==> src/rtl/pc_sequencer_pkg.sv <==
// Shared constants for the program-counter sequencer: branch-type codes,
// FSM state encoding and the PC width.
package pc_sequencer_pkg;

  localparam int PC_W = 32;

  localparam logic [2:0] BR_NONE  = 3'b000;
  localparam logic [2:0] BR_PCREL = 3'b100;
  localparam logic [2:0] BR_JALR  = 3'b101;

  typedef enum logic [1:0] {
    ST_RESET = 2'd0,
    ST_FETCH = 2'd1,
    ST_EXEC  = 2'd2,
    ST_HALT  = 2'd3
  } state_e;

endpackage

==> src/rtl/pc_sequencer_next_pc.sv <==
// Combinational next-PC selection: sequential, PC-relative or register-relative
// target, plus a flag for a target that is not word aligned.
module next_pc_calc
  import pc_sequencer_pkg::*;
(
  input  logic [PC_W-1:0] pc,
  input  logic [PC_W-1:0] imm,
  input  logic [PC_W-1:0] rs1_val,
  input  logic [2:0]      br_type,
  input  logic            br_taken,
  output logic [PC_W-1:0] next_pc,
  output logic            misalign
);

  logic [PC_W-1:0] jalr_sum;

  always_comb begin
    jalr_sum = rs1_val + imm;
    next_pc  = pc + PC_W'(4);
    if (br_taken) begin
      case (br_type)
        BR_PCREL: next_pc = pc + imm;
        // jalr drops bit 0 of the sum; bit 1 can still leave it misaligned
        BR_JALR:  next_pc = {jalr_sum[PC_W-1:1], 1'b0};
        default:  next_pc = pc + PC_W'(4);
      endcase
    end
    misalign = |next_pc[1:0];
  end

endmodule

==> src/rtl/pc_sequencer.sv <==
// PC register, fetch handshake FSM and instruction latch for the single-cycle
// core; a misaligned redirect parks the block in HALT until reset.
module pc_sequencer
  import pc_sequencer_pkg::*;
#(
  parameter logic [31:0] RESET_PC = 32'h0000_0000
) (
  input  logic              clk,
  input  logic              rst,
  output logic              imem_req,
  output logic [PC_W-1:0]   imem_addr,
  input  logic              imem_ack,
  input  logic [31:0]       imem_rdata,
  output logic [31:0]       instr,
  output logic              instr_valid,
  input  logic              exec_done,
  input  logic              stall,
  input  logic [2:0]        br_type,
  input  logic              br_taken,
  input  logic [PC_W-1:0]   imm,
  input  logic [PC_W-1:0]   rs1_val,
  output logic [PC_W-1:0]   pc,
  output logic [PC_W-1:0]   link_addr,
  output logic              misalign
);

  state_e          state_reg, state_next;
  logic [PC_W-1:0] pc_reg, pc_next;
  logic [31:0]     instr_reg, instr_next;
  logic            instr_valid_reg, instr_valid_next;
  logic            misalign_reg, misalign_next;

  logic [PC_W-1:0] calc_pc;
  logic            calc_misalign;

  next_pc_calc u_next_pc (
    .pc       (pc_reg),
    .imm      (imm),
    .rs1_val  (rs1_val),
    .br_type  (br_type),
    .br_taken (br_taken),
    .next_pc  (calc_pc),
    .misalign (calc_misalign)
  );

  always_comb begin
    state_next       = state_reg;
    pc_next          = pc_reg;
    instr_next       = instr_reg;
    instr_valid_next = 1'b0;
    misalign_next    = misalign_reg;
    case (state_reg)
      ST_RESET: state_next = ST_FETCH;
      ST_FETCH: begin
        if (imem_ack) begin
          instr_next       = imem_rdata;
          instr_valid_next = 1'b1;
          state_next       = ST_EXEC;
        end
      end
      ST_EXEC: begin
        if (exec_done && !stall) begin
          // a bad target keeps the PC of the offending instruction
          if (calc_misalign) begin
            misalign_next = 1'b1;
            state_next    = ST_HALT;
          end else begin
            pc_next    = calc_pc;
            state_next = ST_FETCH;
          end
        end
      end
      ST_HALT: state_next = ST_HALT;
      default: state_next = ST_RESET;
    endcase
  end

  always_ff @(posedge clk) begin
    if (rst) begin
      state_reg       <= ST_RESET;
      pc_reg          <= RESET_PC;
      instr_reg       <= '0;
      instr_valid_reg <= 1'b0;
      misalign_reg    <= 1'b0;
    end else begin
      state_reg       <= state_next;
      pc_reg          <= pc_next;
      instr_reg       <= instr_next;
      instr_valid_reg <= instr_valid_next;
      misalign_reg    <= misalign_next;
    end
  end

  assign imem_req    = (state_reg == ST_FETCH);
  assign imem_addr   = pc_reg;
  assign pc          = pc_reg;
  assign link_addr   = pc_reg + PC_W'(4);
  assign instr       = instr_reg;
  assign instr_valid = instr_valid_reg;
  assign misalign    = misalign_reg;

endmodule

==> config.mk <==
export PLATFORM = sky130hd
export DESIGN_NAME = pc_sequencer
export DESIGN_NICKNAME = d
export VERILOG_FILES = /design/src/rtl/pc_sequencer_pkg.sv /design/src/rtl/pc_sequencer_next_pc.sv /design/src/rtl/pc_sequencer.sv
export SDC_FILE = /design/constraint.sdc
export NUM_CORES = 1
export LEC_CHECK = 0
export CAP_MARGIN = 20
export CELL_PAD_IN_SITES_DETAIL_PLACEMENT = 0
export CELL_PAD_IN_SITES_GLOBAL_PLACEMENT = 1
export CORE_ASPECT_RATIO = 1.75
export CORE_UTILIZATION = 38
export CTS_BUF_LIST = sky130_fd_sc_hd__clkbuf_4
export CTS_CLUSTER_DIAMETER = 100
export CTS_CLUSTER_SIZE = 10
export DETAILED_ROUTE_END_ITERATION = 12
export PLACE_DENSITY = 0.91
export SYNTH_ARGS = -nofsm -noshare
export SYNTH_HDL_FRONTEND = slang
export SYNTH_SLANG_ARGS = --single-unit
==> constraint.sdc <==
create_clock -name clk -period 5.2 [get_ports clk]
set_input_delay 1.3 -clock clk [delete_from_list [all_inputs] [get_ports clk]]
set_output_delay 1.3 -clock clk [all_outputs]
set_load 0.01 [all_outputs]
==> out/metrics.cfg <==
[status]
run_status = finished clean

[floorplanning]
num_io_pins = 236
die_y_um = 187.6
die_x_um = 108.1
floorplan.initialDensity_pct = 38.97
core.rowCount = 67
die_area_um2 = 20270
coreArea_um2 = 19200

[grt]
grt_pass1_vias = 8256
gr-usage-all-layers_pct = 30.91
overflow = 0
antenna_violations_before_repair = 1
grt_first_pass_wirelength_um = 47090
grt_start_max_net_pins = 34

[synth]
portion_of_the_post_synthesis_area_used_by_sequential_elements_pct = 18.20
synth.cell_area_um2 = 7481
top_cells_by_area_synth = dfxtp_1, ha_1, a21oi_1
synth-seq-cells = 68
synth_enable_flop_cells = 0
synth_area_per_cell_um2 = 7.736
yosys_most_used_dff = dfxtp_1
synth.net_count = 1136
number_of_distinct_library_cells_after_synthesis = 100
synthesis.yosys.warnings = 0
synth_largest_type_area_fraction_pct = 18.20
syn-instance-count = 967
post-synth-top-area-cell = dfxtp_1
synth_async_sr_flop_share_pct = 0

[pwr]
power_switching_share_pct = 37.98
clock_power_share_pct = 25.6
power.combinational.fraction_pct = 38.7
p_switching_mw = 0.5913
ir_worst_vdd_mv = 0.1347
powerDensity_nw_per_um2 = 155.7
internal_power_mw = 0.9656
static-leakage-power_nw = 3.932
p_seq_share_pct = 35.7

[sta]
finalWorstPathRequiredPeriod_ps = 5016
setup_viol_count_final = 0
slew_headroom_pct = 51.05
post-route-period-util_pct = 96.46
finalMaxSlewViolations = 0
unrepaired_setup_endpoints_after_global_routing = no
tightestPinTransition_ps = 734.2
timing.final.hold_violations = 0
timing.clock.skew_ps = 21.76
fin_setup_tns_ps = 0
max_clock_freq_ghz = 0.1994

[clock_network]
cts.path.max_buffers = 2
cts.htree.levels = 3
clk_transition_reported_paths_ps = 140
clock_insertion_delay_at_the_later_pin_of_the_skew_report_ps = 430
cts_repair_resize_count = 0
cts.root.buffer_cell = clkbuf_4
cts_buffer_count = 9
postCtsSetupBuffers = 0
cts_sinks = 68
cts-hold-fix-buffers = 0
tritoncts = built

[layout]
filler_cell_count = 1885
fin_nets = 1323
post_route_cells_drive_above_1_share_pct = 6.385
layout-area-overhead-vs-synth_pct = 33.67
post_route_cell_area_um2 = 10000

[run]
drv.max_cap_violation_count = 0

[drt]
detail_route.drc_violations = 0
routed_length_per_instance_um = 22.72
postRouteAntennaNets = 0
drt_pass1_iterations = 5
wirelength_um = 31840
detailedRoute.firstIterationViolations = 532
routed-via-count = 8439
avgViaCountPerCell = 6.024

[placed_design]
post_dp_cell_area_um2 = 9818
dp_hpwl_um = 25750
routabilityCongestion = 1.006
number_of_buffer_cells_added_on_primary_ports = 235

[worst_setup_path]
critical_path_peak_fanout = 8
critical_path.endpoint_type = output port
cell_breakdown_of_the_critical_path = ha_1 > nand4_2 > nor4_4 > nand3_4 > nor2_4 > and3_1 > xor2_1 > clkdlybuf4s50_1
cp_slowest_stage_delay_ps = 630
critical_path_buf_inv_count = 1
timing.critical_path.slowest_stage_cell = nor4_4
timing.critical_path.max_delay_family = simple AND/OR/NAND/NOR gates
timing.critical_path.arrival_ps = 3720
crit_required_ps = 3900
critPathKind = register to output port
worst_setup_path_start_kind = register

[hold_path]
hp-class = register to register

cells by family (layout without fill, tap and decap cells):
kind of cell             count (synthesis)  in the layout  share of synthesized area, %
AND/OR/NAND/NOR                        330            330                         23.70
other                                    0              1                             0
flip-flops                              68             68                         18.20
XOR/XNOR                                70             70                         8.296
buffers and inverters                   94            286                         6.740
adder cells (fa/ha/maj)                 64             64                         10.90
multiplexers                             3              3                        0.4014
AO/OA/AOI/OAI                          338            338                         31.76
worst register-to-register path, cell delays in order, from the launching register on:
cell and delay, ps:
dfxtp_1 630, ha_1 390, a21oi_1 270, o21ai_0 210
or2_2 330, o21ba_2 250, nor2_2 300, o31a_1 260
mux2i_1 240, a311oi_1 110
Yosys cell counts (all sizes together) (6+ instances only):
cell type,count
a211oi,12
a21o,24
a21oi,77
a221oi,11
a22o,33
a22oi,10
a311oi,7
a31oi,11
and2,11
and3,19
buf,43
clkbuf,32
dfxtp,68
ha,62
inv,19
nand2,80
nand2b,9
nand3,33
nand4,20
nor2,77
nor2b,11
nor3,30
o211ai,10
o21a,12
o21ai,60
o21bai,14
o22ai,7
or2,6
xnor2,41
xor2,29
metal layers:
metal  part of all wire, %  vias to the layer above  track usage (%)
li1                      -                     3999                -
met1                    34                     3948            29.87
met2                    52                      356            56.54
met3                   4.5                      136            3.615
met4                   9.4                        0            26.13
met5                     0                        -                0
final timing paths:
path,startpoint,endpoint,slack [ps],cells past startpoint
max,imem_addr[3]$_SDFFE_PP0P_,link_addr[24],180,8
min,state_reg[0]$_SDFFE_PP0P_,state_reg[1]$_SDFFE_PP0P_,490,2
max reg2reg,imem_addr[12]$_SDFFE_PP0P_,imem_addr[25]$_SDFFE_PP0P_,2120,9
min reg2reg,state_reg[0]$_SDFFE_PP0P_,state_reg[1]$_SDFFE_PP0P_,490,2
power groups by stage:
stage	clock (mW)	combinational, mW	sequential (mW)
6_report	0.398	0.603	0.556
5_1_grt	0.423	0.641	0.559
4_1_cts	0.406	0.594	0.556
3_5_place_dp	0	0.590	0.567
3_3_place_gp	0	0.590	0.566
2_1_floorplan	0	0.327	0.572
layout by cell type, fill, tap and decap left out, types with 19 or more instances in the layout:
cell type        count
clkdlybuf4s50_1    235
nand2_1             80
a21oi_1             75
nor2_1              74
dfxtp_1             68
ha_1                62
o21ai_0             54
xnor2_1             40
a22o_1              33
nand3_1             32
xor2_1              29
nor3_1              28
a21o_1              24
inv_1               19
final cells by class:
type | count | area (µm²) | area share, %
diodes | 1 | 2.502 | 0.02503
clock buffers | 9 | 67.56 | 0.6757
clock inverters | 7 | 83.83 | 0.8383
inverters | 19 | 71.32 | 0.7132
multi-input cells | 805 | 5619 | 56.19
flip-flops and latches | 68 | 1361 | 13.61
well taps | 241 | 301.5 | 3.016
repair buffers | 251 | 2492 | 24.92
per-stage QoR:
| stage | setup WS (ps) | power, mW | utilization [%] | hold slack (ps) | cells |
|---|---|---|---|---|---|
| global route | 14.40 | 1.623 | 52.09 | 507.0 | 1401 |
| floorplan | 1707 | 0.8988 | - | 453.4 | 967 |
| global placement | 708.8 | 1.157 | 51.14 | 461.0 | 1383 |
| detailed placement | 697.7 | 1.157 | 51.14 | 461.3 | 1383 |
| finish | 184.3 | 1.557 | 52.09 | 487.3 | 1401 |
| CTS | 151.3 | 1.555 | 51.93 | 490.0 | 1399 |
Power figures use the tool's default switching activity.
